$ cat config.mk
export PLATFORM = sky130hd
export DESIGN_NAME = hazard_ctrl
export DESIGN_NICKNAME = d
export VERILOG_FILES = /design/src/rtl/riscv_pipe_pkg.sv /design/src/rtl/ex_occupancy.sv /design/src/rtl/hazard_ctrl.sv
export SDC_FILE = /design/constraint.sdc
export NUM_CORES = 1
export LEC_CHECK = 0
export CORE_ASPECT_RATIO = 0.8
export CORE_UTILIZATION = 37
export DETAILED_ROUTE_END_ITERATION = 7
export PLACE_DENSITY = 0.87
export SYNTH_ARGS = -nofsm -noshare
export SYNTH_HDL_FRONTEND = slang
export SYNTH_SLANG_ARGS = --single-unit
$ cat constraint.sdc
create_clock -name clk -period 2.9 [get_ports clk]
set_input_delay 0.435 -clock clk [delete_from_list [all_inputs] [get_ports clk]]
set_output_delay 0.435 -clock clk [all_outputs]
set_load 0.02 [all_outputs]
$ cat src/rtl/riscv_pipe_pkg.sv
// Shared types and encodings for the five-stage RV32 pipeline control blocks.
package riscv_pipe_pkg;

  localparam int unsigned CNT_W = 4;

  typedef enum logic [1:0] {
    FWD_RF  = 2'b00,
    FWD_WB  = 2'b01,
    FWD_MEM = 2'b10
  } fwd_sel_t;

  localparam logic [1:0] RES_LOAD = 2'b01;

  typedef enum logic {
    HZ_IDLE,
    HZ_BUSY
  } hz_state_t;

endpackage

$ cat src/rtl/ex_occupancy.sv
// Holds Execute for MC_LAT cycles while a multi-cycle op (mul/div) occupies it.
module ex_occupancy
  import riscv_pipe_pkg::*;
#(
  parameter int unsigned MC_LAT = 4
) (
  input  logic clk,
  input  logic reset,
  input  logic enable,
  input  logic MultiCycleE,
  output logic ExBusy
);

  localparam bit                IS_MULTI = (MC_LAT > 1);
  localparam logic [CNT_W-1:0]  CNT_INIT = IS_MULTI ? CNT_W'(MC_LAT - 2) : '0;

  hz_state_t         state, stateNext;
  logic [CNT_W-1:0]  cnt, cntNext;

  always_ff @(posedge clk or negedge reset) begin
    if (!reset) begin
      state <= HZ_IDLE;
      cnt   <= '0;
    end else begin
      state <= stateNext;
      cnt   <= cntNext;
    end
  end

  // The release cycle stays in BUSY so the still-present op cannot retrigger.
  always_comb begin
    stateNext = state;
    cntNext   = cnt;
    ExBusy    = 1'b0;
    case (state)
      HZ_IDLE: begin
        if (enable && MultiCycleE && IS_MULTI) begin
          ExBusy    = 1'b1;
          stateNext = HZ_BUSY;
          cntNext   = CNT_INIT;
        end
      end
      HZ_BUSY: begin
        if (cnt != '0) begin
          ExBusy  = 1'b1;
          cntNext = cnt - CNT_W'(1);
        end else begin
          stateNext = HZ_IDLE;
        end
      end
      default: stateNext = HZ_IDLE;
    endcase
  end

endmodule

$ cat src/rtl/hazard_ctrl.sv
// Hazard, forwarding and interlock controller for the five-stage RV32 pipeline.
module hazard_ctrl
  import riscv_pipe_pkg::*;
#(
  parameter int unsigned REGW   = 5,
  parameter bit          FWD_EN = 1'b1,
  parameter int unsigned MC_LAT = 4
) (
  input  logic            clk,
  input  logic            reset,
  input  logic [REGW-1:0] Rs1D,
  input  logic [REGW-1:0] Rs2D,
  input  logic [REGW-1:0] Rs1E,
  input  logic [REGW-1:0] Rs2E,
  input  logic [REGW-1:0] RdE,
  input  logic [REGW-1:0] RdM,
  input  logic [REGW-1:0] RdWB,
  input  logic            RegWriteE,
  input  logic            RegWriteM,
  input  logic            RegWriteWB,
  input  logic [1:0]      ResultSrcE,
  input  logic            PCSrcE,
  input  logic            MultiCycleE,
  output logic            StallF,
  output logic            StallD,
  output logic            StallE,
  output logic            FlushD,
  output logic            FlushE,
  output logic            FlushM,
  output logic [1:0]      ForwardAE,
  output logic [1:0]      ForwardBE,
  output logic            ExBusy
);

  logic     resetQ;
  logic     rstFlush;
  logic     loadUse;
  logic     interlock;
  logic     hazard;
  logic     hazHold;
  logic     branch;
  fwd_sel_t fwdA, fwdB;

  // A nonzero source that a writing stage is about to produce.
  function automatic logic srcHit(input logic [REGW-1:0] rs,
                                  input logic [REGW-1:0] rd,
                                  input logic            we);
    return we && (rs != '0) && (rs == rd);
  endfunction

  function automatic fwd_sel_t fwdSel(input logic [REGW-1:0] rs,
                                      input logic [REGW-1:0] rdM,
                                      input logic            weM,
                                      input logic [REGW-1:0] rdWB,
                                      input logic            weWB);
    if (srcHit(rs, rdM, weM))        return FWD_MEM;
    else if (srcHit(rs, rdWB, weWB)) return FWD_WB;
    else                             return FWD_RF;
  endfunction

  // Keeps the reset flush alive for one clock after reset is released.
  always_ff @(posedge clk or negedge reset) begin
    if (!reset) resetQ <= 1'b0;
    else        resetQ <= 1'b1;
  end

  assign rstFlush = ~resetQ;

  ex_occupancy #(
    .MC_LAT (MC_LAT)
  ) u_occ (
    .clk         (clk),
    .reset       (reset),
    .enable      (resetQ),
    .MultiCycleE (MultiCycleE),
    .ExBusy      (ExBusy)
  );

  assign loadUse   = (ResultSrcE == RES_LOAD) && (RdE != '0) &&
                     ((RdE == Rs1D) || (RdE == Rs2D));
  assign interlock = srcHit(Rs1D, RdE, RegWriteE) || srcHit(Rs1D, RdM, RegWriteM) ||
                     srcHit(Rs2D, RdE, RegWriteE) || srcHit(Rs2D, RdM, RegWriteM);

  always_comb begin
    fwdA   = FWD_RF;
    fwdB   = FWD_RF;
    hazard = interlock;
    if (FWD_EN) begin
      fwdA   = fwdSel(Rs1E, RdM, RegWriteM, RdWB, RegWriteWB);
      fwdB   = fwdSel(Rs2E, RdM, RegWriteM, RdWB, RegWriteWB);
      hazard = loadUse;
    end
  end

  // A busy Execute owns the pipeline; a taken branch beats data-hazard stalls.
  assign branch  = PCSrcE && !ExBusy;
  assign hazHold = hazard && !PCSrcE && !ExBusy;

  always_comb begin
    StallF    = 1'b0;
    StallD    = 1'b0;
    StallE    = 1'b0;
    FlushD    = 1'b1;
    FlushE    = 1'b1;
    FlushM    = 1'b1;
    ForwardAE = FWD_RF;
    ForwardBE = FWD_RF;
    if (!rstFlush) begin
      StallF    = ExBusy || hazHold;
      StallD    = ExBusy || hazHold;
      StallE    = ExBusy;
      FlushD    = branch;
      FlushE    = branch || hazHold;
      FlushM    = ExBusy;
      ForwardAE = fwdA;
      ForwardBE = fwdB;
    end
  end

endmodule
# Yosys cells after proc, flatten, opt, wreduce, memory -nomap -nowiden
# Index checks and enable logic that the tools add are counted.
[op_classes]
add_sub_neg = 1
n_eq_ne = 9
n_mux = 17
bitwise_logic = 1
reduce_logical = 24
[ops]
columns = ["operator", "n"]
rows = [
  ["equality test 5 bit", 6],
  ["nonzero test 5 bit", 3],
  ["logical AND 1 bit", 14],
  ["2-to-1 mux 1 bit", 9],
  ["2-to-1 mux 2 bit", 4],
  ["2-to-1 mux 4 bit", 2],
  ["case mux 4 bit (2 select lines)", 1],
  ["nonzero test 4 bit", 1],
  ["subtractor 4 x 1 -> 4 bit (second input constant)", 1],
  ["logical OR 1 bit", 3],
  ["equality test 2 x 1 -> 1 bit (second input constant)", 1],
  ["logical NOT 1 bit", 2],
  ["inequality test 2 x 1 -> 1 bit (second input constant)", 1],
  ["inequality test 2 bit (second input constant)", 1],
  ["case mux 1 bit (2 select lines)", 1],
  ["AND reduction 2 bit", 1],
  ["NOT 1 bit", 1],
]
[totals]
regBits = 6
inputBits = 44
output_inout_bits = 11
elab_cells = 55

# Longest topological paths before layout
# Gate-level depths: netlist (run 1).
[depth]
word_depth = 7
depth_mapped = 8
mapped_depth_nobuf = 7

# Modules after synthesis
# From an unflattened synthesis (run 1), not the netlist that was laid out.
[unflattened]
cells_unflattened = 92
hier_area_um2 = 819.5
[by_module_without_submodules]
columns = ["module", "n_inst", "cells_each", "area_each_um2", "seq_area_each_um2"]
rows = [
  ["hazard_ctrl", 1, 65, 530.5, 25.0],
  ["ex_occupancy", 1, 27, 289.0, 125.1],
]

# Worst setup path after synthesis (run 1)
# Ideal clock, no wire load.
[synth_timing]
path_type = "reg2out"
start = "register u_occ.cnt[0]"
end = "output port FlushE"
arrival_ps = 1822
required_time_ps = 2465
path_slack_ps = 643
path_stages_with_launch = 7
n_path_buf = 0
cell_sequence = "dfrtp_1 > inv_1 > ha_1 > nor3b_1 > mux2_2 > inv_1 > o311ai_1"
[synth_between]
elab_chain_cells = 7
word_cells_on_any_way = 8
classes_between = "mux: 3; reduce/logical: 5"
[synth_rtl]
columns = ["element", "line", "source"]
rows = [
  ["from (decl)", "ex_occupancy.sv:18", "logic [CNT_W-1:0] cnt, cntNext;"],
  ["from (signal assigned)", "ex_occupancy.sv:26", "cnt <= cntNext;"],
  ["nonzero test 4 bit (*)", "ex_occupancy.sv:44", "if (cnt != '0) begin"],
  ["2-to-1 mux 1 bit (*)", "ex_occupancy.sv:44", ""],
  ["case mux 1 bit (2 select lines) (*)", "ex_occupancy.sv:35", "case (state)"],
  ["via ExBusy", "hazard_ctrl.sv:32", "output logic ExBusy"],
  ["logical NOT 1 bit (*)", "hazard_ctrl.sv:96, hazard_ctrl.sv:97", ""],
  ["logical AND 1 bit, on equally long branches", "hazard_ctrl.sv:96, hazard_ctrl.sv:97", ""],
  ["logical OR 1 bit (*)", "hazard_ctrl.sv:113", "FlushE = branch || hazHold;"],
  ["2-to-1 mux 1 bit (*)", "hazard_ctrl.sv:108", "if (!rstFlush) begin"],
  ["to (decl)", "hazard_ctrl.sv:28", "output logic FlushE,"],
]
# The timed path passes the listed nets; every way through them passes the cells marked *.

# Worst setup path in the final report (run 1)
[layout_timing]
start = "input port Rs1E[3]"
end = "output port ForwardAE[1]"
[layout_between]
elab_chain_cells = 5
word_cells_on_any_way = 6
classes_between = "eq/ne: 1; mux: 2; reduce/logical: 3"
[layout_rtl]
columns = ["element", "line", "source"]
rows = [
  ["from (decl)", "hazard_ctrl.sv:13", "input logic [REGW-1:0] Rs1E,"],
  ["nonzero test 5 bit", "hazard_ctrl.sv:48", "return we && (rs != '0) && (rs == rd);"],
  ["logical AND 1 bit", "hazard_ctrl.sv:48", ""],
  ["logical AND 1 bit (*)", "hazard_ctrl.sv:48", ""],
  ["2-to-1 mux 2 bit (*)", "hazard_ctrl.sv:56", "if (srcHit(rs, rdM, weM)) return FWD_MEM;"],
  ["2-to-1 mux 2 bit (*)", "hazard_ctrl.sv:108", ""],
  ["to (decl)", "hazard_ctrl.sv:30", "output logic [1:0] ForwardAE,"],
]
# Every way passes the cells marked *; elsewhere a longest branch is shown, timed or not.

==> results of run 1 <==
## flip-flops by register name (all words and copies together), names as in the netlist
signal and cells:
resetQ 1, u_occ.cnt 4, u_occ.state 1
## worst min path at each step
| stage | cells past startpoint | slack [ps] | endpoint | startpoint |
|---|---|---|---|---|
| after floorplan | 0 | 140 | resetQ | reset |
| after global placement | 1 | 550 | u_occ.cnt[1] | u_occ.state |
| after detailed placement | 1 | 560 | u_occ.cnt[1] | u_occ.state |
| after CTS | 1 | 430 | u_occ.state | reset |
| after global routing | 1 | 450 | u_occ.state | reset |
| final | 1 | 430 | u_occ.cnt[3] | reset |
## placed cells by master, fill, tap and decap left out
cell type and n:
or4_4 2, xor2_1 14, conb_1 1, dlygate4sd2_1 4, nand2_1 8, nor3b_1 1, a21o_1 1, nor2_4 2
a31oi_1 1, nor3_1 3, o211ai_1 1, mux2i_1 1, dfrtp_1 6, nand3_1 2, o311ai_1 1, a22oi_1 1
a22o_1 1, or3_1 1, buf_4 9, ha_1 1, clkbuf_4 3, nor2_1 4, and2_2 1, dlymetal6s2s_1 1
nand4_1 4, or4_1 1, o21ai_0 2, nor4_2 4, xnor2_1 16, and2_1 1, or3b_2 1, inv_1 5
o31ai_1 1, mux2_2 1, clkdlybuf4s50_1 48
## cell families (layout without fill, tap and decap cells)
kind of cell,count (synthesis),after routing,synth area share
buffers and inverters,7,70,0.0401
adder cells (fa/ha/maj),1,1,0.0160
AO/OA/AOI/OAI,9,9,0.0819
flip-flops,6,6,0.193
other,1,1,0.00481
AND/OR/NAND/NOR,35,35,0.300
XOR/XNOR,30,30,0.337
multiplexers,2,2,0.0273
## power breakdown
group          total (mW)  switching, mW  internal (mW)  leakage, nW
Sequential          0.151         0.0335          0.118       0.0713
Clock              0.0802         0.0332         0.0470       0.0138
Combinational       0.383          0.183          0.200        0.493
## layer usage
metal / global-route usage / vias to the layer above / share of wire
met5: 0 / - / 0
met4: 0.0789 / 0 / 0.010
met3: 0.0502 / 3 / 0.10
met2: 0.480 / 39 / 0.50
met1: 0.259 / 399 / 0.39
li1: - / 445 / -
## stage by stage
stage | util | cells | total power, mW
2_1_floorplan | - | 91 | 0.360
3_3_place_gp | 0.724 | 175 | 0.521
3_5_place_dp | 0.724 | 175 | 0.541
4_1_cts | 0.733 | 178 | 0.620
5_1_grt | 0.734 | 178 | 0.658
6_report | 0.734 | 178 | 0.615
## critical path, cell delays in order
cell	delay [ps]
clkdlybuf4s50_1	510
buf_4	140
xnor2_1	120
nand4_1	140
nor4_2	220
and2_2	200
clkdlybuf4s50_1	590
## layout make-up
cell class | instances | area share
Tap cell | 24 | 0.0212
Clock buffer | 3 | 0.0159
Timing Repair Buffer | 62 | 0.421
Inverter | 5 | 0.0133
Sequential cell | 6 | 0.106
Multi-Input combinational cell | 78 | 0.423
==> impl_metrics.env, run 1 <==
export IMPL_status="complete, no violations"
export IMPL_die_h_um=43.1
export IMPL_cts_setup_buffers=0
export IMPL_clk_path_buf_depth=2
export IMPL_grt_ovfl_total=0
export IMPL_grt_max_degree=11
export IMPL_power_leakage_nw=0.578
export IMPL_wirelength_um=2630
export IMPL_endpoint="ForwardAE[1]"
export IMPL_skew_ps=4.47
export IMPL_critPathArrivalTime_ps=2340
export IMPL_hold_buffers=0
export IMPL_nets=201
export IMPL_crit_fanout=2
export IMPL_place_ws_ps=-80.3
export IMPL_timing_setup_tns_ps=0
export IMPL_clk_latency_ps=250
export IMPL_synth_area_sq_um=779
export IMPL_dr_pass1_iters=4
export IMPL_seq_area_sq_um=150
export IMPL_fin_hold_ws_ps=427
export IMPL_htree_num_levels=1
export IMPL_io_pins=55
export IMPL_max_freq_mhz=360
export IMPL_io_buffers=53
export IMPL_synth_largest_area_cell="dfrtp_1"
export IMPL_grt_pass1_vias=978
export IMPL_clockRootBuffer="clkbuf_4"
export IMPL_multi_input_area_sq_um=598
export IMPL_worstSetupPathType="in2out"
export IMPL_cp_required_ps=2470
export IMPL_core_area_sq_um=1930
export IMPL_synthCells=91
export IMPL_synth_fp_nets=136
export IMPL_synth_ff_type="dfrtp_1"
export IMPL_place_congestion=0.806
export IMPL_hp_class="in2async"
export IMPL_yosys_area_top_type_share=0.193
export IMPL_fin_crit_sh=0.957
export IMPL_start_kind="primary input"
export IMPL_dieArea_sq_um=2300
export IMPL_synth_async_sr_flop_share=1.00
export IMPL_finalHoldViolations=0
export IMPL_final_cell_area_sq_um=1420
export IMPL_antenna_left=0
export IMPL_yosysMostFrequentCell="xnor2_1"
export IMPL_hpwl_um=2260
export IMPL_clkTransAtPathRegs_ps=50
export IMPL_ys_top_cells_by_area="dfrtp_1 19%, xnor2_1 18%, xor2_1 16%, nor4_2 6.4%, nand2_1 3.9%"
export IMPL_grt_pass1_wl_um=4070
export IMPL_setup_viol=0
export IMPL_grt_total_usage=0.249
export IMPL_crit_path_start="Rs1E[3]"
export IMPL_ir_worst_vdd_uv=418
export IMPL_wl_per_cell_um=14.7
export IMPL_cts_tree="done"
export IMPL_maxCapViolCount=0
export IMPL_worst_r2r_startpoint="u_occ.cnt[0]"
export IMPL_syn2layout_area_growth_pct=81.5
export IMPL_rsz0062_at_grt="false"
export IMPL_setup_slack_ps=126
export IMPL_placed_area_sq_um=1400
export IMPL_r2r_end="u_occ.cnt[1]"
export IMPL_rows=14
export IMPL_start_util=0.405
export IMPL_avgSynthCellArea_sq_um=8.57
export IMPL_remaining_drc_errors=0
export IMPL_vias=886
export IMPL_drv_slew=0
export IMPL_power_density_nw_per_um2=435
export IMPL_antenna_found_initial=0
export IMPL_min_period_ps=2770
export IMPL_die_w_um=53.3
export IMPL_end_kind="output port"
export IMPL_yosysWarnings=0
export IMPL_cts_sinks=6
export IMPL_antenna_cells=0
export IMPL_ys_ff_latch=6
export IMPL_synthTopCellsByCount="16 x xnor2_1, 14 x xor2_1, 8 x nand2_1"
export IMPL_ff2ff_path_depth=7
export IMPL_cts_resized=4
export IMPL_numCtsBuffers=3
export IMPL_synth_distinct_cells=32
export IMPL_r2r_slack_ps=1320
export IMPL_first_iter_violations=16
export IMPL_nFillCells=160
export IMPL_viasPerCell=4.98
export IMPL_ys_seq_area_frac=0.193
export IMPL_drive_above_1_share=0.149
export IMPL_synth_edff_count=0
Power figures use the tool's default switching activity.
==> inputs of run 2 (changes only) <==
--- a/config.mk
+++ b/config.mk
@@ -6,6 +6,7 @@
 export NUM_CORES = 1
 export LEC_CHECK = 0
 export CORE_ASPECT_RATIO = 0.8
+export CORE_MARGIN = 1
 export CORE_UTILIZATION = 37
 export DETAILED_ROUTE_END_ITERATION = 7
 export PLACE_DENSITY = 0.87
==> results of run 2 <==
The final DEF is identical to that of run 1; final timing and power are the same.
